==> src/rtl/mmio_router_pkg.sv <==
// Shared types, widths and default constants for the MMIO CSR router
// and its address decoder.
package mmio_router_pkg;

  typedef enum logic [1:0] {
    IDLE    = 2'd0,
    ISSUE   = 2'd1,
    RD_WAIT = 2'd2,
    RESP    = 2'd3
  } t_rtr_state;

  // Where the upstream read response comes from.
  typedef enum logic [1:0] {
    RSP_MAPPED   = 2'd0,
    RSP_STATUS   = 2'd1,
    RSP_UNMAPPED = 2'd2,
    RSP_TIMEOUT  = 2'd3
  } t_rsp_src;

  localparam int CNT_W      = 32;
  localparam int PORT_IDX_W = 3;

  localparam logic [17:0] DEF_STATUS_ADDR   = 18'h3FFFE;
  localparam logic [63:0] DEF_UNMAPPED_DATA = 64'hFFFF_FFFF_FFFF_FFFF;
  localparam logic [63:0] DEF_TIMEOUT_DATA  = 64'hDEAD_DEAD_DEAD_DEAD;

  function automatic logic [CNT_W-1:0] sat_inc(input logic [CNT_W-1:0] value);
    if (value == {CNT_W{1'b1}}) begin
      return value;
    end else begin
      return value + CNT_W'(1);
    end
  endfunction

endpackage

==> src/rtl/mmio_csr_router_if.sv <==
// Bus bundle for the router: upstream AVMM slave side plus the packed
// per-port downstream AVMM master side.
interface mmio_csr_router_if #(
  parameter int NUM_PORTS = 4,
  parameter int ADDR_W    = 18,
  parameter int DATA_W    = 64
);
  logic [ADDR_W-1:0]             avmm_address;
  logic                          avmm_read;
  logic                          avmm_write;
  logic [DATA_W-1:0]             avmm_writedata;
  logic [DATA_W/8-1:0]           avmm_byteenable;
  logic                          avmm_waitrequest;
  logic [DATA_W-1:0]             avmm_readdata;
  logic                          avmm_readdatavalid;

  logic [NUM_PORTS*ADDR_W-1:0]   dn_address;
  logic [NUM_PORTS-1:0]          dn_read;
  logic [NUM_PORTS-1:0]          dn_write;
  logic [NUM_PORTS*DATA_W-1:0]   dn_writedata;
  logic [NUM_PORTS*DATA_W/8-1:0] dn_byteenable;
  logic [NUM_PORTS-1:0]          dn_waitrequest;
  logic [NUM_PORTS*DATA_W-1:0]   dn_readdata;
  logic [NUM_PORTS-1:0]          dn_readdatavalid;

  // Router view.
  modport slave (
    input  avmm_address, avmm_read, avmm_write, avmm_writedata, avmm_byteenable,
           dn_waitrequest, dn_readdata, dn_readdatavalid,
    output avmm_waitrequest, avmm_readdata, avmm_readdatavalid,
           dn_address, dn_read, dn_write, dn_writedata, dn_byteenable
  );

  // Environment view: upstream bridge plus downstream CSR slaves.
  modport master (
    output avmm_address, avmm_read, avmm_write, avmm_writedata, avmm_byteenable,
           dn_waitrequest, dn_readdata, dn_readdatavalid,
    input  avmm_waitrequest, avmm_readdata, avmm_readdatavalid,
           dn_address, dn_read, dn_write, dn_writedata, dn_byteenable
  );
endinterface

==> src/rtl/mmio_csr_router_decode.sv <==
// Combinational priority address decoder: status register first, then the
// lowest-numbered port whose masked address matches its base.
module mmio_addr_decode
  import mmio_router_pkg::*;
#(
  parameter int                          NUM_PORTS   = 4,
  parameter int                          ADDR_W      = 18,
  parameter logic [NUM_PORTS*ADDR_W-1:0] PORT_BASE   = '0,
  parameter logic [NUM_PORTS*ADDR_W-1:0] PORT_MASK   = '0,
  parameter logic [ADDR_W-1:0]           STATUS_ADDR = ADDR_W'(DEF_STATUS_ADDR)
) (
  input  logic [ADDR_W-1:0]     address,
  output logic                  hit,
  output logic [PORT_IDX_W-1:0] port_idx,
  output logic                  is_status
);

  // Walk from the highest port down so the lowest matching index wins.
  always_comb begin
    hit       = 1'b0;
    port_idx  = '0;
    is_status = (address == STATUS_ADDR);
    for (int i = NUM_PORTS - 1; i >= 0; i--) begin
      if ((address & PORT_MASK[i*ADDR_W +: ADDR_W]) == PORT_BASE[i*ADDR_W +: ADDR_W]) begin
        hit      = 1'b1;
        port_idx = PORT_IDX_W'(i);
      end else begin
        hit      = hit;
        port_idx = port_idx;
      end
    end
  end

endmodule

==> src/rtl/mmio_csr_router.sv <==
// MMIO fabric from the upstream AVMM bridge to NUM_PORTS downstream CSR
// slaves: one transaction in flight, timeout, unmapped handling, error status.
module mmio_csr_router
  import mmio_router_pkg::*;
#(
  parameter int                          NUM_PORTS      = 4,
  parameter int                          ADDR_W         = 18,
  parameter int                          DATA_W         = 64,
  parameter logic [NUM_PORTS*ADDR_W-1:0] PORT_BASE      = '0,
  parameter logic [NUM_PORTS*ADDR_W-1:0] PORT_MASK      = '0,
  parameter logic [ADDR_W-1:0]           STATUS_ADDR    = ADDR_W'(DEF_STATUS_ADDR),
  parameter int                          TIMEOUT_CYCLES = 1024,
  parameter logic [DATA_W-1:0]           UNMAPPED_DATA  = DATA_W'(DEF_UNMAPPED_DATA),
  parameter logic [DATA_W-1:0]           TIMEOUT_DATA   = DATA_W'(DEF_TIMEOUT_DATA)
) (
  input logic              clk,
  input logic              reset,
  mmio_csr_router_if.slave bus
);

  localparam int                BE_W    = DATA_W / 8;
  localparam int                TO_W    = $clog2(TIMEOUT_CYCLES);
  localparam logic [TO_W-1:0]   TO_LAST = TO_W'(TIMEOUT_CYCLES - 1);

  t_rtr_state                  state_r, next_state_s;
  t_rsp_src                    rsp_src_r;
  logic                        waitrequest_r;
  logic [ADDR_W-1:0]           cmd_addr_r;
  logic [DATA_W-1:0]           cmd_wdata_r;
  logic [BE_W-1:0]             cmd_be_r;
  logic                        cmd_rd_r;
  logic [PORT_IDX_W-1:0]       sel_port_r;
  logic [NUM_PORTS-1:0]        dn_read_r, dn_write_r;
  logic [TO_W-1:0]             to_cnt_r;
  logic [CNT_W-1:0]            timeout_cnt_r, unmapped_cnt_r;
  logic [DATA_W-1:0]           readdata_r;
  logic                        readdatavalid_r;

  logic                        hit_s, is_status_s;
  logic [PORT_IDX_W-1:0]       port_idx_s;
  logic [NUM_PORTS-1:0]        port_onehot_s;
  logic                        sel_wait_s, sel_rdv_s;
  logic [DATA_W-1:0]           sel_rdata_s, local_data_s;
  logic [NUM_PORTS*ADDR_W-1:0] dn_address_s;
  logic                        accept_s, issue_start_s, to_expired_s;
  logic                        capture_s, local_load_s, timeout_s;
  logic                        unmapped_inc_s, status_clear_s;

  mmio_addr_decode #(
    .NUM_PORTS  (NUM_PORTS),
    .ADDR_W     (ADDR_W),
    .PORT_BASE  (PORT_BASE),
    .PORT_MASK  (PORT_MASK),
    .STATUS_ADDR(STATUS_ADDR)
  ) u_decode (
    .address  (bus.avmm_address),
    .hit      (hit_s),
    .port_idx (port_idx_s),
    .is_status(is_status_s)
  );

  // Port selection: one-hot of the decoded port and mux of the latched port's responses.
  always_comb begin
    port_onehot_s = '0;
    sel_wait_s    = 1'b1;
    sel_rdv_s     = 1'b0;
    sel_rdata_s   = '0;
    dn_address_s  = '0;
    for (int i = 0; i < NUM_PORTS; i++) begin
      port_onehot_s[i] = (port_idx_s == PORT_IDX_W'(i));
      sel_wait_s  = (sel_port_r == PORT_IDX_W'(i)) ? bus.dn_waitrequest[i] : sel_wait_s;
      sel_rdv_s   = (sel_port_r == PORT_IDX_W'(i)) ? bus.dn_readdatavalid[i] : sel_rdv_s;
      sel_rdata_s = (sel_port_r == PORT_IDX_W'(i)) ? bus.dn_readdata[i*DATA_W +: DATA_W] : sel_rdata_s;
      dn_address_s[i*ADDR_W +: ADDR_W] = cmd_addr_r & ~PORT_MASK[i*ADDR_W +: ADDR_W];
    end
  end

  // Transaction-level strobes derived from the current state and upstream request.
  always_comb begin
    accept_s       = (state_r == IDLE) && !waitrequest_r && (bus.avmm_read || bus.avmm_write);
    issue_start_s  = accept_s && hit_s && !is_status_s;
    unmapped_inc_s = accept_s && !is_status_s && !hit_s;
    status_clear_s = accept_s && is_status_s && bus.avmm_write && !bus.avmm_read;
    to_expired_s   = (to_cnt_r == TO_LAST);
  end

  // Next-state logic; a completing slave beats a simultaneous timeout.
  always_comb begin
    next_state_s = state_r;
    capture_s    = 1'b0;
    local_load_s = 1'b0;
    timeout_s    = 1'b0;
    case (state_r)
      IDLE: begin
        if (accept_s) begin
          next_state_s = (is_status_s || !hit_s) ? RESP : ISSUE;
        end else begin
          next_state_s = IDLE;
        end
      end
      ISSUE: begin
        if (!sel_wait_s) begin
          if (!cmd_rd_r) begin
            next_state_s = IDLE;
          end else if (sel_rdv_s) begin
            capture_s    = 1'b1;
            next_state_s = RESP;
          end else begin
            next_state_s = RD_WAIT;
          end
        end else if (to_expired_s) begin
          timeout_s    = 1'b1;
          next_state_s = cmd_rd_r ? RESP : IDLE;
        end else begin
          next_state_s = ISSUE;
        end
      end
      RD_WAIT: begin
        if (sel_rdv_s) begin
          capture_s    = 1'b1;
          next_state_s = RESP;
        end else if (to_expired_s) begin
          timeout_s    = 1'b1;
          next_state_s = RESP;
        end else begin
          next_state_s = RD_WAIT;
        end
      end
      RESP: begin
        // Locally sourced reads spend one cycle here loading the response first.
        if (readdatavalid_r) begin
          next_state_s = IDLE;
        end else if (cmd_rd_r) begin
          local_load_s = 1'b1;
          next_state_s = RESP;
        end else begin
          next_state_s = IDLE;
        end
      end
      default: next_state_s = IDLE;
    endcase
  end

  // State register and upstream stall.
  always_ff @(posedge clk) begin
    if (reset) begin
      state_r       <= IDLE;
      waitrequest_r <= 1'b1;
    end else begin
      state_r       <= next_state_s;
      waitrequest_r <= (next_state_s != IDLE);
    end
  end

  // Command capture on accept; a simultaneous read and write is treated as a read.
  always_ff @(posedge clk) begin
    if (reset) begin
      cmd_addr_r  <= '0;
      cmd_wdata_r <= '0;
      cmd_be_r    <= '0;
      cmd_rd_r    <= 1'b0;
      sel_port_r  <= '0;
      rsp_src_r   <= RSP_MAPPED;
    end else if (accept_s) begin
      cmd_addr_r  <= bus.avmm_address;
      cmd_wdata_r <= bus.avmm_writedata;
      cmd_be_r    <= bus.avmm_byteenable;
      cmd_rd_r    <= bus.avmm_read;
      sel_port_r  <= port_idx_s;
      rsp_src_r   <= is_status_s ? RSP_STATUS : (hit_s ? RSP_MAPPED : RSP_UNMAPPED);
    end else if (timeout_s) begin
      rsp_src_r   <= RSP_TIMEOUT;
    end
  end

  // Downstream request strobes, held for the whole ISSUE phase.
  always_ff @(posedge clk) begin
    if (reset) begin
      dn_read_r  <= '0;
      dn_write_r <= '0;
    end else if (issue_start_s) begin
      dn_read_r  <= port_onehot_s & {NUM_PORTS{bus.avmm_read}};
      dn_write_r <= port_onehot_s & {NUM_PORTS{bus.avmm_write & ~bus.avmm_read}};
    end else if ((state_r == ISSUE) && (next_state_s != ISSUE)) begin
      dn_read_r  <= '0;
      dn_write_r <= '0;
    end
  end

  // Per-transaction timeout counter.
  always_ff @(posedge clk) begin
    if (reset || accept_s) begin
      to_cnt_r <= '0;
    end else if (((state_r == ISSUE) || (state_r == RD_WAIT)) && !to_expired_s) begin
      to_cnt_r <= to_cnt_r + TO_W'(1);
    end
  end

  // Saturating error counters; a status write clears both and wins over increments.
  always_ff @(posedge clk) begin
    if (reset || status_clear_s) begin
      timeout_cnt_r  <= '0;
      unmapped_cnt_r <= '0;
    end else begin
      if (timeout_s) begin
        timeout_cnt_r <= sat_inc(timeout_cnt_r);
      end
      if (unmapped_inc_s) begin
        unmapped_cnt_r <= sat_inc(unmapped_cnt_r);
      end
    end
  end

  // Read data for responses generated inside the router.
  always_comb begin
    local_data_s = UNMAPPED_DATA;
    case (rsp_src_r)
      RSP_STATUS:   local_data_s = DATA_W'({timeout_cnt_r, unmapped_cnt_r});
      RSP_TIMEOUT:  local_data_s = TIMEOUT_DATA;
      RSP_UNMAPPED: local_data_s = UNMAPPED_DATA;
      default:      local_data_s = UNMAPPED_DATA;
    endcase
  end

  // Upstream response register; readdatavalid is a single-cycle pulse.
  always_ff @(posedge clk) begin
    if (reset) begin
      readdata_r      <= '0;
      readdatavalid_r <= 1'b0;
    end else if (capture_s) begin
      readdata_r      <= sel_rdata_s;
      readdatavalid_r <= 1'b1;
    end else if (local_load_s) begin
      readdata_r      <= local_data_s;
      readdatavalid_r <= 1'b1;
    end else begin
      readdatavalid_r <= 1'b0;
    end
  end

  assign bus.avmm_waitrequest   = waitrequest_r;
  assign bus.avmm_readdata      = readdata_r;
  assign bus.avmm_readdatavalid = readdatavalid_r;
  assign bus.dn_address         = dn_address_s;
  assign bus.dn_read            = dn_read_r;
  assign bus.dn_write           = dn_write_r;
  assign bus.dn_writedata       = {NUM_PORTS{cmd_wdata_r}};
  assign bus.dn_byteenable      = {NUM_PORTS{cmd_be_r}};

endmodule
==> src/flat_wrapper.sv <==
// flat-port wrapper written by rule: the top's interface ports become plain ports
module mmio_csr_router_flat import mmio_router_pkg::*;
#(
  parameter int                          NUM_PORTS      = 4,
  parameter int                          ADDR_W         = 18,
  parameter int                          DATA_W         = 64,
  parameter logic [NUM_PORTS*ADDR_W-1:0] PORT_BASE      = '0,
  parameter logic [NUM_PORTS*ADDR_W-1:0] PORT_MASK      = '0,
  parameter logic [ADDR_W-1:0]           STATUS_ADDR    = ADDR_W'(DEF_STATUS_ADDR),
  parameter int                          TIMEOUT_CYCLES = 1024,
  parameter logic [DATA_W-1:0]           UNMAPPED_DATA  = DATA_W'(DEF_UNMAPPED_DATA),
  parameter logic [DATA_W-1:0]           TIMEOUT_DATA   = DATA_W'(DEF_TIMEOUT_DATA)
)
  (clk, reset, bus_avmm_address, bus_avmm_read, bus_avmm_write, bus_avmm_writedata, bus_avmm_byteenable, bus_dn_waitrequest, bus_dn_readdata, bus_dn_readdatavalid, bus_avmm_waitrequest, bus_avmm_readdata, bus_avmm_readdatavalid, bus_dn_address, bus_dn_read, bus_dn_write, bus_dn_writedata, bus_dn_byteenable);
  mmio_csr_router_if #(.NUM_PORTS(NUM_PORTS), .ADDR_W(ADDR_W), .DATA_W(DATA_W)) bus_i ();
  input logic clk;
  input logic reset;
  input wire logic [$bits(bus_i.avmm_address)-1:0] bus_avmm_address;
  input wire logic [$bits(bus_i.avmm_read)-1:0] bus_avmm_read;
  input wire logic [$bits(bus_i.avmm_write)-1:0] bus_avmm_write;
  input wire logic [$bits(bus_i.avmm_writedata)-1:0] bus_avmm_writedata;
  input wire logic [$bits(bus_i.avmm_byteenable)-1:0] bus_avmm_byteenable;
  input wire logic [$bits(bus_i.dn_waitrequest)-1:0] bus_dn_waitrequest;
  input wire logic [$bits(bus_i.dn_readdata)-1:0] bus_dn_readdata;
  input wire logic [$bits(bus_i.dn_readdatavalid)-1:0] bus_dn_readdatavalid;
  output wire logic [$bits(bus_i.avmm_waitrequest)-1:0] bus_avmm_waitrequest;
  output wire logic [$bits(bus_i.avmm_readdata)-1:0] bus_avmm_readdata;
  output wire logic [$bits(bus_i.avmm_readdatavalid)-1:0] bus_avmm_readdatavalid;
  output wire logic [$bits(bus_i.dn_address)-1:0] bus_dn_address;
  output wire logic [$bits(bus_i.dn_read)-1:0] bus_dn_read;
  output wire logic [$bits(bus_i.dn_write)-1:0] bus_dn_write;
  output wire logic [$bits(bus_i.dn_writedata)-1:0] bus_dn_writedata;
  output wire logic [$bits(bus_i.dn_byteenable)-1:0] bus_dn_byteenable;
  assign bus_i.avmm_address = bus_avmm_address;
  assign bus_i.avmm_read = bus_avmm_read;
  assign bus_i.avmm_write = bus_avmm_write;
  assign bus_i.avmm_writedata = bus_avmm_writedata;
  assign bus_i.avmm_byteenable = bus_avmm_byteenable;
  assign bus_i.dn_waitrequest = bus_dn_waitrequest;
  assign bus_i.dn_readdata = bus_dn_readdata;
  assign bus_i.dn_readdatavalid = bus_dn_readdatavalid;
  assign bus_avmm_waitrequest = bus_i.avmm_waitrequest;
  assign bus_avmm_readdata = bus_i.avmm_readdata;
  assign bus_avmm_readdatavalid = bus_i.avmm_readdatavalid;
  assign bus_dn_address = bus_i.dn_address;
  assign bus_dn_read = bus_i.dn_read;
  assign bus_dn_write = bus_i.dn_write;
  assign bus_dn_writedata = bus_i.dn_writedata;
  assign bus_dn_byteenable = bus_i.dn_byteenable;
  mmio_csr_router #(.NUM_PORTS(NUM_PORTS), .ADDR_W(ADDR_W), .DATA_W(DATA_W), .PORT_BASE(PORT_BASE), .PORT_MASK(PORT_MASK), .STATUS_ADDR(STATUS_ADDR), .TIMEOUT_CYCLES(TIMEOUT_CYCLES), .UNMAPPED_DATA(UNMAPPED_DATA), .TIMEOUT_DATA(TIMEOUT_DATA)) u_core (.clk(clk), .reset(reset), .bus(bus_i));
endmodule
==> config.mk <==
export PLATFORM = sky130hd
export DESIGN_NAME = mmio_csr_router_flat
export DESIGN_NICKNAME = d
export VERILOG_FILES = /design/src/rtl/mmio_router_pkg.sv /design/src/rtl/mmio_csr_router_if.sv /design/src/rtl/mmio_csr_router_decode.sv /design/src/rtl/mmio_csr_router.sv /design/src/flat_wrapper.sv
export SDC_FILE = /design/constraint.sdc
export NUM_CORES = 1
export LEC_CHECK = 0
export ABC_AREA = 1
export CAP_MARGIN = 30
export CORE_AREA = 5 5 306 308
export DETAILED_ROUTE_END_ITERATION = 8
export DIE_AREA = 0 0 311 313
export HOLD_SLACK_MARGIN = 0.12
export PLACE_DENSITY_LB_ADDON = 0.15
export SKIP_LAST_GASP = 1
export SYNTH_ARGS = -nofsm -noshare
export SYNTH_HDL_FRONTEND = slang
export SYNTH_SLANG_ARGS = --single-unit
export TNS_END_PERCENT = 1
==> constraint.sdc <==
create_clock -name clk -period 2.1 [get_ports clk]
set_clock_uncertainty 0.05 [all_clocks]
set_input_delay 0.21 -clock clk [delete_from_list [all_inputs] [get_ports clk]]
set_output_delay 0.21 -clock clk [all_outputs]
set_load 0.01 [all_outputs]
==> flow_metrics.env <==
export IMPL_synthFlopType="dfxtp_1"
export IMPL_worstMarginPinSlew_ns=0.669
export IMPL_worst_path_buf_inv=1
export IMPL_syn_area_per_cell_um2=7.30
export IMPL_cp_slowest_cell="clkdlybuf4s50_1"
export IMPL_avgRoutedWirePerCell_um=17.4
export IMPL_cts_clk_slew_worst_paths_ns=0.06
export IMPL_drt_wl_total_um=54400
export IMPL_rsz0062_at_grt="yes"
export IMPL_grt_max_degree=86
export IMPL_worstHoldPathCells=3
export IMPL_grt_pass1_vias=11000
export IMPL_irDropWorstVdd_v=0.000743
export IMPL_gp_routability_congestion=0.786
export IMPL_start_util_pct=12.1
export IMPL_die_area_um2=97300
export IMPL_setup_viol=2
export IMPL_final_antenna_net_count=0
export IMPL_dp_hpwl_um=43100
export IMPL_dr_total_vias=10900
export IMPL_fin_area_um2=18300
export IMPL_placed_cell_area_um2=16800
export IMPL_cp_arrival_ns=1.84
export IMPL_dp_cells=3025
export IMPL_area_growth_pct=66.2
export IMPL_min_to="u_core.cmd_wdata_r[26]$_SDFFE_PP0P_"
export IMPL_clkLatencyLatePin_ns=0.58
export IMPL_synth_top_area_cell="dfxtp_1"
export IMPL_fin_worst_hold_slack_ns=0.165
export IMPL_drt_first_iter_violations=418
export IMPL_r2r_start="u_core.state_r[0]$_SDFF_PP0_"
export IMPL_outcome="finished, violations left"
export IMPL_yosys_warnings=0
export IMPL_leakagePower_uw=0.00705
export IMPL_yosysSeqAreaShare_pct=37.2
export IMPL_cts_root_buffer="clkbuf_16"
export IMPL_rows=111
export IMPL_final_cells=3125
export IMPL_n_fill_cell=10100
export IMPL_cts_max_level=1
export IMPL_critPathTopFamily="buffers and inverters"
export IMPL_overflow=0
export IMPL_grt_pass1_wl_um=78200
export IMPL_power_density_nw_per_um2=1120
export IMPL_min_period_ns=2.10
export IMPL_drtPass1Iterations=4
export IMPL_finalCritPeriodShare_pct=100
export IMPL_worstHoldStart="bus_avmm_writedata[26]"
export IMPL_clock_fmax_mhz=475
export IMPL_path_class="reg2out"
export IMPL_synth_top_cells_by_area="dfxtp_1, buf_4, o21ai_0"
export IMPL_start_kind="flop"
export IMPL_die_w_um=311
export IMPL_vias_per_cell=3.48
export IMPL_drc=0
export IMPL_ys_types=37
export IMPL_hold_class="in2reg"
export IMPL_cts_path_max_buffers=3
export IMPL_crit_start="u_core.cmd_wdata_r[48]$_SDFFE_PP0P_"
export IMPL_drive_gt1_share_pct=10.1
export IMPL_r2r_end="u_core.bus.avmm_readdata[29]$_SDFFE_PP0P_"
export IMPL_antenna_found_initial=4
export IMPL_synth_seq_cells=205
export IMPL_required_ns=1.84
export IMPL_final_setup_worst_slack_ns=-0.00376
export IMPL_cts_num_sinks=205
export IMPL_relSlewSlack_pct=55.3
export IMPL_finish_utilization_pct=20.2
export IMPL_floorplan_core_area_um2=90800
export IMPL_synth_area_um2=11000
export IMPL_violations="negative setup slack"
export IMPL_r2r_cells=12
export IMPL_synthArstFlopShare_pct=0
export IMPL_cts_buffers=30
export IMPL_slew_viol_final=0
export IMPL_setup_worst_path_end_class="output port"
export IMPL_crit_path_max_fanout=5
export IMPL_port_buffers=587
export IMPL_ff2ff_setup_slack_ns=0.02
export IMPL_die_h_um=313
export IMPL_cts_tree="yes"
export IMPL_synth_top_cell_area_share_pct=37.2
export IMPL_drv_cap=0
export IMPL_critPathMaxStageDelay_ns=0.64
export IMPL_syn_inst=1510
export IMPL_finalHoldViolCount=0
export IMPL_gr_usage_all_layers_pct=10.5
export IMPL_path_cells="clkdlybuf4s50_1"
export IMPL_ioPinCount=792
export IMPL_num_nets_final=2276
export IMPL_synth_edff_count=0
==> placed cells by master (no fill, tap or decap), types with 3 or more instances in the layout <==
master,count
clkinv_2,6
bufinv_16,5
nand3_1,25
diode_2,5
clkbuf_8,5
dlygate4sd3_1,38
dfxtp_1,203
inv_1,86
conb_1,6
nand2_2,19
clkbuf_16,31
nor3_1,27
clkdlybuf4s50_1,587
clkbuf_1,7
a22o_1,10
inv_2,6
a31oi_1,32
ha_1,6
xnor2_1,4
a21oi_1,18
nor2_2,3
buf_4,66
buf_12,16
nand2_1,224
o21ai_1,8
xor2_1,19
nor2_1,231
a21oi_2,19
nand4_1,17
o21ai_0,187
==> cell usage after synthesis (all sizes together) (2+ instances only) <==
| cell type | count |
|---|---|
| inv | 95 |
| a22o | 10 |
| nand4 | 17 |
| nand2 | 243 |
| nor2 | 235 |
| xor2 | 19 |
| buf | 296 |
| nand3 | 28 |
| a31oi | 32 |
| nor3 | 30 |
| nor4 | 2 |
| clkbuf | 49 |
| ha | 7 |
| dfxtp | 205 |
| o21ai | 195 |
| xnor2 | 4 |
| a21oi | 37 |
==> worst max path at each step <==
| stage | end | slack [ns] | depth (start not counted) |
|---|---|---|---|
| finish | bus_dn_writedata[240] | -0.004 | 1 |
| global route | u_core.timeout_cnt_r[6]$_SDFFE_PP0P_ | -0.12 | 11 |
| CTS | bus_dn_writedata[204] | -0.13 | 1 |
| detailed placement | u_core.timeout_cnt_r[24]$_SDFFE_PP0P_ | -0.34 | 12 |
| global placement | u_core.timeout_cnt_r[13]$_SDFFE_PP0P_ | -0.36 | 13 |
| floorplan | u_core.bus.avmm_readdata[20]$_SDFFE_PP0P_ | 0.25 | 10 |
==> stage by stage <==
stage          total power [µW]  setup slack (ns)  TNS [ns]
6_report                  20500          -0.00376  -0.00657
5_1_grt                   21700            -0.117     -5.58
4_1_cts                   21100            -0.134     -4.06
3_5_place_dp              15300            -0.338    -10.37
3_3_place_gp              15300            -0.359    -12.52
2_1_floorplan             10600             0.251         0
==> state kept, by name (all words and copies together), names as in the netlist, 2 cells and up <==
name / count
u_core.state_r: 2
u_core.to_cnt_r: 10
u_core.cmd_addr_r: 18
u_core.timeout_cnt_r: 32
u_core.bus.avmm_readdata: 64
u_core.rsp_src_r: 2
u_core.cmd_be_r: 8
u_core.cmd_wdata_r: 64
==> layer usage <==
| layer | GRT usage, % | up-vias | share of wire, % |
|---|---|---|---|
| met5 | 0 | - | 0.024 |
| met4 | 2.66 | 2 | 2.8 |
| li1 | - | 5392 | - |
| met3 | 3.13 | 60 | 6.8 |
| met1 | 12.0 | 5050 | 40 |
| met2 | 19.2 | 380 | 50 |
==> where the power goes <==
| group | switching, µW | internal [µW] |
|---|---|---|
| Sequential | 1250 | 4630 |
| Clock | 2050 | 3470 |
| Combinational | 4030 | 5060 |
==> what timing repair did <==
item	4_1_cts	5_1_grt
cloned	0	0
pin swaps	0	2
hold buffers	38	0
setup buffers	0	2
hold endpoints to repair	38	0
endpoints found under the setup margin	76	130
resized for setup	1	13
==> cells by family after synthesis <==
| group | share of synthesized area, % |
|---|---|
| buffers and inverters | 25.1 |
| other | 0.0340 |
| XOR/XNOR | 1.83 |
| adder cells (fa/ha/maj) | 0.795 |
| AND/OR/NAND/NOR | 20.8 |
| AO/OA/AOI/OAI | 14.1 |
| flip-flops | 37.2 |
==> layout make-up <==
class / count / area [µm²] / share of cell area [%]
diodes: 5 / 12.5 / 0.0683
repair buffers: 709 / 7090 / 38.7
well taps: 1186 / 1480 / 8.10
flip-flops and latches: 205 / 4110 / 22.4
multi-input cells: 870 / 4190 / 22.9
clock buffers: 43 / 871 / 4.75
inverters: 95 / 365 / 1.99
clock inverters: 12 / 191 / 1.05
Power figures use the tool's default switching activity.
